File: src/rtl/multi_clock_generator.sv
// NUM_CH runtime-programmable clock dividers / tick generators off sysClk.
// Config writes land in a shadow copy and take effect glitch-free at terminal count, when idle, or on syncIn.
module multi_clock_generator #(
  parameter int NUM_CH       = 4,
  parameter int CNT_W        = 32,
  parameter int CH_W         = 2,
  parameter int DEFAULT_DIV  = 24999,
  parameter int DEFAULT_EN   = 1,
  parameter int DEFAULT_MODE = 0
) (
  input  logic              sysClk,
  input  logic              sysRst_n,
  input  logic              cfgValid,
  output logic              cfgReady,
  input  logic [CH_W-1:0]   cfgCh,
  input  logic [CNT_W-1:0]  cfgDiv,
  input  logic              cfgMode,
  input  logic              cfgEn,
  output logic              cfgErr,
  input  logic              syncIn,
  output logic [NUM_CH-1:0] dividedClock,
  output logic [NUM_CH-1:0] tick
);

  localparam int               CH_SPACE = 2 ** CH_W;
  localparam logic [CH_W:0]    NUM_CH_L = (CH_W + 1)'(NUM_CH);
  localparam logic [CNT_W-1:0] DEF_DIV  = CNT_W'(DEFAULT_DIV);
  localparam logic             DEF_EN   = 1'(DEFAULT_EN);
  localparam logic             DEF_MODE = 1'(DEFAULT_MODE);

  logic [CNT_W-1:0]  cnt_r    [NUM_CH];
  logic [CNT_W-1:0]  actDiv_r [NUM_CH];
  logic [CNT_W-1:0]  shDiv_r  [NUM_CH];
  logic [NUM_CH-1:0] actMode_r, actEn_r, shMode_r, shEn_r, pend_r, clk_r, tick_r;
  logic              cfgErr_r;

  logic [CH_SPACE-1:0] pendWide_s;
  logic                inRange_s, cfgReady_s, accept_s;
  logic [NUM_CH-1:0]   running_s, tc_s, apply_s, modeChg_s, keepPhase_s, wr_s;

  // Handshake decode and per-channel terminal-count / apply decisions
  always_comb begin
    pendWide_s                = '0;
    pendWide_s[NUM_CH-1:0]    = pend_r;
    inRange_s                 = ({1'b0, cfgCh} < NUM_CH_L);
    cfgReady_s                = sysRst_n && (!inRange_s || !pendWide_s[cfgCh]);
    accept_s                  = cfgValid && cfgReady_s;
    running_s                 = '0;
    tc_s                      = '0;
    apply_s                   = '0;
    modeChg_s                 = '0;
    keepPhase_s               = '0;
    wr_s                      = '0;
    for (int c = 0; c < NUM_CH; c++) begin
      // a disabled toggle channel still high runs on to its next TC so the high phase is never cut short
      running_s[c]   = actEn_r[c] | (clk_r[c] & ~actMode_r[c]);
      tc_s[c]        = running_s[c] && (cnt_r[c] == actDiv_r[c]);
      apply_s[c]     = pend_r[c] && (syncIn || tc_s[c] || !running_s[c]);
      modeChg_s[c]   = (shMode_r[c] != actMode_r[c]);
      keepPhase_s[c] = tc_s[c] && !modeChg_s[c] && shEn_r[c];
      wr_s[c]        = accept_s && inRange_s && (cfgCh == CH_W'(c));
    end
  end

  // Channel state: shadow/active config, counters and output flops
  always_ff @(posedge sysClk) begin
    if (!sysRst_n) begin
      cfgErr_r <= 1'b0;
      for (int c = 0; c < NUM_CH; c++) begin
        cnt_r[c]     <= '0;
        actDiv_r[c]  <= DEF_DIV;
        shDiv_r[c]   <= DEF_DIV;
        actMode_r[c] <= DEF_MODE;
        shMode_r[c]  <= DEF_MODE;
        actEn_r[c]   <= DEF_EN;
        shEn_r[c]    <= DEF_EN;
        pend_r[c]    <= 1'b0;
        clk_r[c]     <= 1'b0;
        tick_r[c]    <= 1'b0;
      end
    end else begin
      cfgErr_r <= accept_s && !inRange_s;
      for (int c = 0; c < NUM_CH; c++) begin
        if (wr_s[c]) begin
          shDiv_r[c]  <= cfgDiv;
          shMode_r[c] <= cfgMode;
          shEn_r[c]   <= cfgEn;
        end
        pend_r[c] <= wr_s[c] | (pend_r[c] & ~apply_s[c]);
        if (apply_s[c]) begin
          actDiv_r[c]  <= shDiv_r[c];
          actMode_r[c] <= shMode_r[c];
          actEn_r[c]   <= shEn_r[c];
        end
        if (syncIn) begin
          cnt_r[c]  <= '0;
          clk_r[c]  <= 1'b0;
          tick_r[c] <= 1'b0;
        end else if (apply_s[c]) begin
          // same-mode, still-enabled apply at TC keeps the waveform continuous; anything else restarts low
          cnt_r[c]  <= '0;
          clk_r[c]  <= keepPhase_s[c] && !actMode_r[c] && !clk_r[c];
          tick_r[c] <= keepPhase_s[c] && actMode_r[c];
        end else if (tc_s[c]) begin
          cnt_r[c]  <= '0;
          clk_r[c]  <= !actMode_r[c] && !clk_r[c];
          tick_r[c] <= actMode_r[c] && actEn_r[c];
        end else if (running_s[c]) begin
          cnt_r[c]  <= cnt_r[c] + CNT_W'(1);
          tick_r[c] <= 1'b0;
        end else begin
          cnt_r[c]  <= '0;
          clk_r[c]  <= 1'b0;
          tick_r[c] <= 1'b0;
        end
      end
    end
  end

  assign cfgReady     = cfgReady_s;
  assign cfgErr       = cfgErr_r;
  assign dividedClock = clk_r;
  assign tick         = tick_r;

endmodule

File: config.mk
export PLATFORM = sky130hd
export DESIGN_NAME = multi_clock_generator
export DESIGN_NICKNAME = d
export VERILOG_FILES = /design/src/rtl/multi_clock_generator.sv
export SDC_FILE = /design/constraint.sdc
export NUM_CORES = 1
export LEC_CHECK = 0
export BUFFER_PORTS_ARGS = -buffer_cell sky130_fd_sc_hd__buf_2
export CAP_MARGIN = 20
export CORE_ASPECT_RATIO = 1.4
export CORE_MARGIN = 2
export CORE_UTILIZATION = 55
export DETAILED_ROUTE_END_ITERATION = 10
export PLACE_DENSITY = 0.72
export SETUP_SLACK_MARGIN = 0.1
export SLEW_MARGIN = 15
export SYNTH_ARGS = -nofsm -noshare
export SYNTH_HDL_FRONTEND = slang
export SYNTH_SLANG_ARGS = --single-unit
File: constraint.sdc
create_clock -name sysClk -period 5.9 [get_ports sysClk]
set_input_delay 0.885 -clock sysClk [delete_from_list [all_inputs] [get_ports sysClk]]
set_output_delay 0.885 -clock sysClk [all_outputs]
set_load 0.01 [all_outputs]
# Word level (Yosys, flattened, before mapping)
# Memory sizes are Yosys's and may differ from the RTL's.
# Cells that the tools add are included.
[word_totals]
out_inout_bits = 10
ff_bits = 28
n_memories = 3
ramBits = 384
[op_classes]
eq_ne = 15
bitwise = 53
muxes = 158
addsub = 4
magnitude_cmp = 1
n_reduce_logical = 69
[memory_table]
columns = ["memory", "words", "width", "read_ports", "rd_clocked_by_memory_dff", "write_ports", "line", "source"]
rows = [
  ["actDiv_r", 4, 32, 4, 0, 4, "32", "logic [CNT_W-1:0] actDiv_r [NUM_CH];"],
  ["cnt_r", 4, 32, 4, 0, 4, "31", "logic [CNT_W-1:0] cnt_r [NUM_CH];"],
  ["shDiv_r", 4, 32, 4, 0, 4, "33", "logic [CNT_W-1:0] shDiv_r [NUM_CH];"],
]
[op_table]
columns = ["operator", "n"]
rows = [
  ["32-bit two-way mux", 28],
  ["1-bit two-way mux", 129],
  ["32-bit by 1-bit adder with 32-bit output, second input constant", 4],
  ["32-bit == test", 4],
  ["1-bit logical AND", 42],
  ["1-bit bitwise OR", 36],
  ["1-bit zero test", 17],
  ["3-bit by 1-bit inequality test with 1-bit output, second input constant", 4],
  ["1-bit NOT", 9],
  ["1-bit AND", 8],
  ["1-bit logical OR", 8],
  ["2-bit == test, second input constant", 2],
  ["1-bit inequality test", 4],
  ["2-bit by 3-bit < comparator with 1-bit output, second input constant", 1],
  ["1-bit binary-select mux with 2-bit select", 1],
  ["2-bit by 1-bit == test with 1-bit output, second input constant", 1],
  ["2-bit zero test", 1],
  ["2-bit OR reduction", 1],
]

# Depth between registers and ports, before layout
[depth]
word_depth = 15
mapped_depth = 7
mapped_depth_nobuf = 6

# Least setup slack after synthesis
# No wires, ideal clock.
[synth_timing]
kind = "input to register"
start = "input syncIn"
end = "memory actDiv_r[0][0] (enable)"
t_required_ps = 5434
path_stages = 5
path_buffers = 2
path_slack_ps = 1523
setup_time_ps = 466
arrival_ps = 3912
cell_sequence = "clkbuf_1 -> nor2_1 -> a21boi_1 -> clkbuf_1 -> o21ai_0"
[synth_rtl]
columns = ["element", "line", "source"]
rows = [
  ["start: declaration", "20", "input logic syncIn,"],
  ["end: declaration", "32", ""],
]

# Worst setup path in the final report
[layout_timing]
start = "input sysRst_n"
end = "output cfgReady"
[layout_via]
elab_chain_len = 1
[layout_lines]
columns = ["element", "line", "source"]
rows = [
  ["start: declaration", "12", "input logic sysRst_n,"],
  ["1-bit logical AND", "46", "cfgReady_s = sysRst_n && (!inRange_s || !pendWide_s[cfgCh]);"],
  ["end: declaration", "14", "output logic cfgReady,"],
]
# Every way passes these cells.

==> flow_metrics.tcl <==
set metrics [dict create \
    use_met1_pct 29.4 \
    overflow 0 \
    cp_slowest_stage_delay_ps 630 \
    final_common_cell "edfxtp_1" \
    syn_to_final_growth_pct 13.7 \
    grt_use_total_pct 24.0 \
    rows 81 \
    place_inst 2129 \
    path_clk_slew_ps 70 \
    path_buf_inv 2 \
    cts_buffers 40 \
    rr_worst_depth 7 \
    crit_path_start_kind "primary input" \
    htreeDepth 2 \
    dominantRegCellSynth "edfxtp_1" \
    hp-class "register to register" \
    io_buffers 48 \
    rsz0062_at_grt "false" \
    status "complete, no violations" \
    finalCriticalPeriod_ps 2930 \
    grt-busiest-layer "met2" \
    grt_pass1_vias 11800 \
    synth_adder_area_share_pct 0.259 \
    hold_viol 0 \
    cts_buffer_depth 3 \
    cp-startpoint "sysRst_n" \
    rrSetupSlack_ps 3110 \
    dr.pass1.iters 5 \
    cp_cell_sequence "buf_2, nor2b_1, buf_2" \
    synth.distinct_cells 49 \
    final_nets 1759 \
    critPathMaxFanout 49 \
    holdBufCountCts 0 \
    viasPerCell 5.51 \
    use_met3_pct 4.21 \
    drcViolationCount 0 \
    drive_above_1_share_pct 9.16 \
    setup_viol 0 \
    final_max_slew_viol_count 0 \
    start_util_pct 55.5 \
    cts-root-buf "clkbuf_16" \
    wirelength_um 42500 \
    crit_type "primary input to primary output" \
    routedWlPerCell_um 19.3 \
    syn_avg_cell_area_um2 12.5 \
    async_reset_ff_share_pct 0 \
    drtAntennaViolNets 0 \
    min_from "shMode_r[0]" \
    critPathArrivalTime_ps 2040 \
    synth.area.mux_share_pct 0.220 \
    power_density_nw_per_um2 296 \
    cp_top_family "buffers and inverters" \
    cts_resized 0 \
    setup_total_negative_slack_ps 0 \
    synthSimpleGateAreaFrac_pct 21.7 \
    period_share_pct 49.6 \
    grt_use_met2_pct 41.2 \
    cp_num_cells 3 \
    cts_tree "done" \
    crit_required_ps 5020 \
    fin_cells 2207 \
    gp_congestion 0.851 \
    finalClockSkew_ps 26.7 \
    leakagePower_uw 0.00763 \
    yosys_warnings 0 \
    dieArea_um2 36600 \
    rr_startpoint "cnt_r[2][18]" \
    post_cts_buffers 0 \
    synth_compound_area_share_pct 1.89 \
    seq_area_frac_synth_pct 62.6 \
    max-vdd-ir-drop_v 0.000288 \
    grt_max_degree 50 \
    die_x_um 162 \
    cp_common_cell "buf_2" \
    timing.hold.ws_ps 488 \
    core_um2 34800 \
    route.vias.total 12200 \
    antenna_found_initial 10 \
    dp_hpwl_um 29200 \
    end_kind "primary output" \
    syn_area_um2 19300 \
    drt_iter0_drc 930 \
    die_h_um 226 \
    cap_violations 0 \
    final_cell_mix "384 x edfxtp_1, 209 x xor2_1, 152 x nor2_1" \
    clk_latency_ps 550 \
    synth_edf_count 384 \
    slowest_stage "buf_2" \
    whs_path_depth 2 \
    relSlewSlack_pct 30.3 \
    synth_seq_cells 412 \
    synthXorXnorAreaFrac_pct 11.3 \
    max_freq_ghz 0.342 \
    cts.sinks 412 \
    ios 50 \
    grt_pass1_wl_um 66600 \
    tightest_slew_ps 1040 \
    syn_inst 1545 \
    synth_top_family_by_area "simple AND/OR/NAND/NOR gates" \
]
## synthesized netlist by cell type, drive strengths merged, types with 3 or more instances
cell type  count  area [µm²]
nor3b        101         763
nand2b        35         219
nor3          29         160
o21ai         21         105
dfxtp         28         561
ha             4        50.1
buf           20         109
o2111a         4        45.0
xor2         209        1830
and4          30         263
nand2         48         180
or3           35         219
nand4         53         347
a21oi         19        98.9
a21boi         3        22.5
nand3b         4        30.0
and3          21         131
nor2         153         577
xnor2         40         350
inv           22        82.6
nor4          39         259
clkbuf        50         188
and2         101         632
o221ai         4        35.0
edfxtp       384       11500
nor2b          4        25.0
o2111ai        3        26.3
nand3         63         315
## worst min-delay path: stages (launching register included)
cell and delay, ps:
dfxtp_1 330, nand3_1 70, nand2_1 50
## flip-flops by register name, indices dropped and copies added, names as in the netlist
signal	flops
actEn_r	4
cnt_r	128
actMode_r	4
pendWide_s	4
shDiv_r	128
dividedClock	4
shEn_r	4
actDiv_r	128
shMode_r	4
tick	4
## final cells by class
class | instances | area [µm²]
inverters | 22 | 82.6
clock buffers | 48 | 1050
fillers | 2700 | 12800
diodes | 4 | 10.0
flip-flops and latches | 412 | 12100
repair buffers | 71 | 428
clock inverters | 26 | 345
multi-input cells | 1168 | 7370
well taps | 456 | 571
## power breakdown
group,switching (µW),internal (µW)
registers,103,3320
clock network,1100,1630
logic,218,113
total,1420,5070
## final timing paths
kind | endpoint
worst min register to register | shMode_r[0]
worst max register to register | actDiv_r[2][0]
worst min-delay path | shMode_r[0]
worst max-delay path | cfgReady
## logic make-up (layout without fill, tap and decap cells)
family | after synthesis | in the layout
AO/OA/AOI/OAI | 58 | 58
XOR/XNOR | 249 | 249
adder cells (fa/ha/maj) | 4 | 4
buffers and inverters | 92 | 167
flip-flops | 412 | 412
multiplexers | 3 | 3
other | 2 | 133
AND/OR/NAND/NOR | 725 | 725
## layer usage
layer	share of wire (%)	wire length, µm
met5	0.052	22
met4	5.1	2150
met3	6.4	2710
met2	50	21400
met1	38	16200
## metrics by stage
stage          utilization, %  cell area, µm²  total power [µW]  setup slack (ps)
2_1_floorplan               -           19800              3670              1520
6_report                 63.2           22000              6490              2970
3_5_place_dp             59.1           20500              3810              2650
3_3_place_gp             59.0           20500              3800              2350
5_1_grt                  63.1           21900              6680              2920
4_1_cts                  63.1           21900              6530              3020
No activity file was read; power rests on OpenSTA's default activity.
